[src/rtl/dm_arb_pkg.sv]
// -----------------------------------------------------------------------------
// dm_arb_pkg
// Shared types and constants for the data-memory arbiter.
//   DM_ADDR_W / DM_DATA_W : data RAM word-address and data widths
//   dm_arb_state_e        : arbiter FSM states (IDLE, ACK)
//   dm_mem_req_t          : one RAM access (rd/addr/wdata) as presented to the RAM
//   dm_cnt_w()            : width of a counter able to hold 0..limit
// -----------------------------------------------------------------------------
package dm_arb_pkg;

   localparam int DM_ADDR_W = 8;
   localparam int DM_DATA_W = 32;

   typedef enum logic {
      ST_IDLE = 1'b0,
      ST_ACK  = 1'b1
   } dm_arb_state_e;

   typedef struct packed {
      logic                 rd;
      logic [DM_ADDR_W-1:0] addr;
      logic [DM_DATA_W-1:0] wdata;
   } dm_mem_req_t;

   // Value driven to the RAM when nobody is granted: a harmless read of word 0.
   localparam dm_mem_req_t DM_REQ_NONE = '{rd: 1'b1, addr: '0, wdata: '0};

   // Width needed to count from 0 up to and including limit (never below 1 bit).
   function automatic int dm_cnt_w(input int limit);
      return (limit < 1) ? 1 : $clog2(limit + 1);
   endfunction

endpackage : dm_arb_pkg

[src/rtl/dm_arb_starve_cnt.sv]
// -----------------------------------------------------------------------------
// dm_arb_starve_cnt
// Saturating counter of how many times in a row the secondary port has been
// refused in favour of the CPU. Saturates at LIMIT; sat_o flags saturation.
// Ports:
//   clk    in  rising-edge clock
//   clr_n  in  asynchronous active-low reset (count -> 0)
//   inc_i  in  count one more refusal (ignored once saturated)
//   clr_i  in  secondary port was served; restart from 0 (wins over inc_i)
//   sat_o  out count has reached LIMIT
// -----------------------------------------------------------------------------
module dm_arb_starve_cnt
   import dm_arb_pkg::*;
#(
   parameter int LIMIT = 4
) (
   input  logic clk,
   input  logic clr_n,
   input  logic inc_i,
   input  logic clr_i,
   output logic sat_o
);

   localparam int               CNT_W   = dm_cnt_w(LIMIT);
   localparam logic [CNT_W-1:0] LIMIT_C = CNT_W'(LIMIT);

   logic [CNT_W-1:0] cnt_q;
   logic [CNT_W-1:0] cnt_d;

   always_comb begin
      cnt_d = cnt_q;
      if (clr_i) begin
         cnt_d = '0;
      end else if (inc_i && (cnt_q != LIMIT_C)) begin
         cnt_d = cnt_q + CNT_W'(1);
      end
   end

   always_ff @(posedge clk or negedge clr_n) begin
      if (!clr_n) begin
         cnt_q <= '0;
      end else begin
         cnt_q <= cnt_d;
      end
   end

   assign sat_o = (cnt_q == LIMIT_C);

endmodule : dm_arb_starve_cnt

[src/rtl/dm_arbiter.sv]
// -----------------------------------------------------------------------------
// dm_arbiter
// Shares one single-port data RAM between the CPU MEM stage and a secondary
// (debug/DMA) port. The CPU access is combinational and completes in the cycle
// it is granted; a secondary access takes one grant cycle followed by one ACK
// cycle, during which the secondary request is ignored.
//
// Build option: define DM_ARB_FAIRNESS_EN to enable the starvation counter,
// which forces a pending secondary request through after STARVE_LIMIT
// consecutive CPU wins (the CPU then stalls for that one cycle). Without the
// macro the CPU has strict priority and cpu_stall is tied low.
//
// Ports:
//   clk, clr_n                   clock, asynchronous active-low reset
//   cpu_req/cpu_rd/cpu_addr/cpu_wdata  CPU access this cycle
//   cpu_stall                    CPU access not performed this cycle
//   cpu_rdata                    RAM read data (combinational)
//   ext_req/ext_rd/ext_addr/ext_wdata  secondary access, held until ext_ack
//   ext_ack                      registered one-cycle completion pulse
//   ext_rdata                    registered read data, valid with ext_ack
//   mem_cs/mem_rd/mem_addr/mem_wdata   RAM request (sync write, comb read)
//   mem_rdata                    RAM read data
// -----------------------------------------------------------------------------
module dm_arbiter
   import dm_arb_pkg::*;
#(
   parameter int STARVE_LIMIT = 4
) (
   input  logic                 clk,
   input  logic                 clr_n,
   // CPU port
   input  logic                 cpu_req,
   input  logic                 cpu_rd,
   input  logic [DM_ADDR_W-1:0] cpu_addr,
   input  logic [DM_DATA_W-1:0] cpu_wdata,
   output logic                 cpu_stall,
   output logic [DM_DATA_W-1:0] cpu_rdata,
   // secondary port
   input  logic                 ext_req,
   input  logic                 ext_rd,
   input  logic [DM_ADDR_W-1:0] ext_addr,
   input  logic [DM_DATA_W-1:0] ext_wdata,
   output logic                 ext_ack,
   output logic [DM_DATA_W-1:0] ext_rdata,
   // data RAM
   output logic                 mem_cs,
   output logic                 mem_rd,
   output logic [DM_ADDR_W-1:0] mem_addr,
   output logic [DM_DATA_W-1:0] mem_wdata,
   input  logic [DM_DATA_W-1:0] mem_rdata
);

   dm_arb_state_e        state_q;
   dm_arb_state_e        state_d;
   logic [DM_DATA_W-1:0] ext_rdata_q;
   logic [DM_DATA_W-1:0] ext_rdata_d;

   logic                 in_idle;
   logic                 ext_pri;   // secondary port may pre-empt a CPU request
   logic                 ext_win;
   logic                 cpu_win;
   dm_mem_req_t          mem_req;

`ifdef DM_ARB_FAIRNESS_EN
   logic starve_inc;
   logic starve_sat;

   // Only refusals while the secondary request is actually eligible (IDLE)
   // count; the ACK cycle ignores ext_req and must not age it.
   assign starve_inc = in_idle & ext_req & cpu_win;

   dm_arb_starve_cnt #(
      .LIMIT (STARVE_LIMIT)
   ) u_starve_cnt (
      .clk   (clk),
      .clr_n (clr_n),
      .inc_i (starve_inc),
      .clr_i (ext_win),
      .sat_o (starve_sat)
   );

   assign ext_pri   = starve_sat;
   assign cpu_stall = cpu_req & ext_win;
`else
   // Strict CPU priority: the secondary port never displaces the CPU, so the
   // CPU never stalls and the starvation limit has no effect.
   logic unused_starve_limit;
   assign unused_starve_limit = (STARVE_LIMIT != 0);
   assign ext_pri   = 1'b0;
   assign cpu_stall = 1'b0;
`endif

   // Arbitration
   always_comb begin
      in_idle = (state_q == ST_IDLE);
      ext_win = in_idle & ext_req & (~cpu_req | ext_pri);
      cpu_win = cpu_req & ~ext_win;
   end

   // RAM request mux and next state
   always_comb begin
      mem_req     = DM_REQ_NONE;
      mem_cs      = 1'b0;
      state_d     = ST_IDLE;
      ext_rdata_d = ext_rdata_q;

      if (ext_win) begin
         mem_cs        = 1'b1;
         mem_req.rd    = ext_rd;
         mem_req.addr  = ext_addr;
         mem_req.wdata = ext_wdata;
      end else if (cpu_win) begin
         mem_cs        = 1'b1;
         mem_req.rd    = cpu_rd;
         mem_req.addr  = cpu_addr;
         mem_req.wdata = cpu_wdata;
      end

      // ACK always lasts a single cycle; only a secondary win leaves IDLE.
      if (ext_win) begin
         state_d = ST_ACK;
         if (ext_rd) begin
            ext_rdata_d = mem_rdata;
         end
      end
   end

   always_ff @(posedge clk or negedge clr_n) begin
      if (!clr_n) begin
         state_q     <= ST_IDLE;
         ext_rdata_q <= '0;
      end else begin
         state_q     <= state_d;
         ext_rdata_q <= ext_rdata_d;
      end
   end

   assign mem_rd    = mem_req.rd;
   assign mem_addr  = mem_req.addr;
   assign mem_wdata = mem_req.wdata;

   // ext_ack comes straight from the state register, so reset clears it
   // immediately and a pending completion is dropped.
   assign ext_ack   = (state_q == ST_ACK);
   assign ext_rdata = ext_rdata_q;
   assign cpu_rdata = mem_rdata;

endmodule : dm_arbiter

[config.mk]
export PLATFORM = sky130hd
export DESIGN_NAME = dm_arbiter
export DESIGN_NICKNAME = d
export VERILOG_FILES = /design/src/rtl/dm_arb_pkg.sv /design/src/rtl/dm_arb_starve_cnt.sv /design/src/rtl/dm_arbiter.sv
export SDC_FILE = /design/constraint.sdc
export NUM_CORES = 1
export LEC_CHECK = 0
export CAP_MARGIN = 20
export CORE_ASPECT_RATIO = 1.1
export CORE_UTILIZATION = 23
export CTS_CLUSTER_DIAMETER = 120
export DETAILED_ROUTE_END_ITERATION = 16
export MAX_ROUTING_LAYER = met4
export PLACE_DENSITY = 0.7
export SLEW_MARGIN = 20
export SYNTH_ARGS = -nofsm -noshare
export SYNTH_HDL_FRONTEND = slang
export SYNTH_SLANG_ARGS = --single-unit
export TNS_END_PERCENT = 30
[constraint.sdc]
create_clock -name clk -period 2.5 [get_ports clk]
set_input_delay 0.25 -clock clk [delete_from_list [all_inputs] [get_ports clk]]
set_output_delay 0.25 -clock clk [all_outputs]
set_load 0.05 [all_outputs]
==> flow_metrics.env <==
export IMPL_status="complete, but fails checks"
export IMPL_violations="DRC"
export IMPL_viasPerCell=4.26
export IMPL_start_util_pct=23.5
export IMPL_synth_yosys_seq_area_share_pct=35.7
export IMPL_die_area_um2=10500
export IMPL_ys_ff_latch=33
export IMPL_cts_buffer_depth=2
export IMPL_grt_pass1_vias=2304
export IMPL_max_cap_violations=0
export IMPL_port_buffers=224
export IMPL_cts_setup_buffers=0
export IMPL_cts_tree="done"
export IMPL_drc=30
export IMPL_antenna_found_initial=0
export IMPL_track_usage_pct=14.0
export IMPL_skew_ps=4.30
export IMPL_synth_compound_area_share_pct=9.02
export IMPL_end_kind="output pin"
export IMPL_cts_sinks=33
export IMPL_grt_overflow_total=0
export IMPL_p_leak_uw=0.00204
export IMPL_firstDrtPassIters=10
export IMPL_final_nets=546
export IMPL_synth_cells=242
export IMPL_dp_hpwl_mm=5.99
export IMPL_coreArea_um2=9840
export IMPL_critPathMaxFanout=32
export IMPL_drt_iter0_markers=88
export IMPL_grt_max_degree=48
export IMPL_crit_required_ps=2250
export IMPL_fillers=874
export IMPL_die_y_um=107
export IMPL_row_count=38
export IMPL_peakVddDrop_uv=211
export IMPL_diodes=0
export IMPL_max_freq_mhz=513
export IMPL_synthMuxAreaShare_pct=20.4
export IMPL_worst_pin_slew_ps=595
export IMPL_min_period_ps=1950
export IMPL_syn_num_nets=360
export IMPL_most_common_layout_cells="clkdlybuf4s50_1, nand2b_1, buf_12"
export IMPL_cts_made_buffers=5
export IMPL_post_place_ws_ps=605
export IMPL_ioPinCount=226
export IMPL_synthAdderAreaFrac_pct=0
export IMPL_cts_htree_levels=2
export IMPL_setup_viol_count_final=0
export IMPL_hold_slack_ps=373
export IMPL_synth_cell_types=14
export IMPL_cts_hold_buf=0
export IMPL_vias=2336
export IMPL_fin_ws_ps=552
export IMPL_fin_crit_sh_pct=77.9
export IMPL_rsz0062_at_grt="false"
export IMPL_layout_drive_gt1_share_pct=20.7
export IMPL_slew_violations=0
export IMPL_grt_pass1_wl_mm=11.1
export IMPL_setup_tns_ps=0
export IMPL_synth_top_family_by_area="multiplexers"
export IMPL_clk_latency_ps=280
export IMPL_clkSlewWorstSetupHoldPaths_ps=70
export IMPL_syn2layout_area_growth_pct=113
export IMPL_ant_nets=0
export IMPL_final_common_cell="clkdlybuf4s50_1"
export IMPL_die_x_um=97.7
export IMPL_wl_per_cell_um=13.1
export IMPL_slew_headroom_pct=60.3
export IMPL_ys_warn_count=0
export IMPL_place_gp_congestion=0.715
export IMPL_yosys_area_share_simple_pct=18.7
export IMPL_cts_resized=0
export IMPL_finalPower_uw=2930
export IMPL_wl_mm=7.22
export IMPL_synth_area_um2=2320
export IMPL_synth_xor_area_share_pct=0
export IMPL_synth_area_per_cell_um2=9.57
export IMPL_clk_root_buffer_cell="clkbuf_8"
export IMPL_cp_data_arrival_time_ps=1700
export IMPL_hold_path_class="input pin to async pin"
export IMPL_powerDensity_nw_per_um2=593
export IMPL_hold_violations=0
export IMPL_critical_path_class="register to output pin"
export IMPL_cp_start_kind="register"
[power by group]
part           total (uW)  internal (uW)  switching (uW)  leakage, uW
Combinational        1700            759             945      0.00159
Clock                 516            324             193    0.0000574
Sequential            707            647            60.4     0.000393
[cell families after synthesis]
group,count (synthesis)
multiplexers,32
AO/OA/AOI/OAI,41
flip-flops,33
buffers and inverters,50
other,1
AND/OR/NAND/NOR,85
[metrics by stage]
step / utilization, % / std cells / cell area, um2
floorplan: - / 242 / 2320
global placement: 48.9 / 541 / 4820
detailed placement: 48.9 / 541 / 4820
CTS: 50.2 / 549 / 4940
global route: 50.2 / 549 / 4940
finish: 50.2 / 549 / 4940
[layer usage]
layer / track usage [%] / up-vias / routed length, um
met3: 3.52 / 10 / 645
met1: 15.2 / 1045 / 2740
li1: - / 1130 / -
met2: 24.5 / 151 / 3700
met5: - / - / 0
met4: 5.30 / 0 / 123
[sequential cells by signal, indices dropped and copies added (netlist names)]
name,count
ext_ack,1
ext_rdata,32
[cell usage after synthesis]
cell type,n,area share (%)
mux2_4,30,19
o21ai_0,40,8.6
nand2_1,40,6.5
nor4bb_1,1,0.43
o31a_1,1,0.38
mux2_2,2,0.97
nor2_1,1,0.16
buf_4,34,11
nand2b_1,43,12
conb_1,1,0.16
clkbuf_1,7,1.1
buf_12,3,2.6
dfrtp_1,33,36
buf_2,6,1.3
[path summary, 6_finish.rpt]
path | start | to | slack (ps) | depth (start not counted)
setup / recovery | ext_ack | mem_addr[5] | 550 | 4
hold / removal | clr_n | ext_rdata[8] | 370 | 2
setup reg to reg | ext_ack | ext_rdata[21] | 880 | 3
hold reg to reg | ext_rdata[22] | ext_rdata[22] | 510 | 1
max in group asynchronous | clr_n | ext_rdata[30] | 1820 | 2
min in group clk | cpu_req | ext_ack | 480 | 2
[area by class of cell]
type                    count  area (um2)  share of cell area, %
flip-flops and latches     33         826                   16.7
clock inverters             2        37.5                  0.760
well taps                 120         150                   3.04
repair buffers            229        2710                   54.8
clock buffers               6        82.6                   1.67
multi-input cells         159        1130                   23.0
[worst max-delay path, cell delays in order (launching register included)]
cell and delay [ps]:
dfrtp_1 450, nand2b_1 190, buf_4 220, o21ai_0 360
buf_12 190
(Power assumes the default switching activity.)
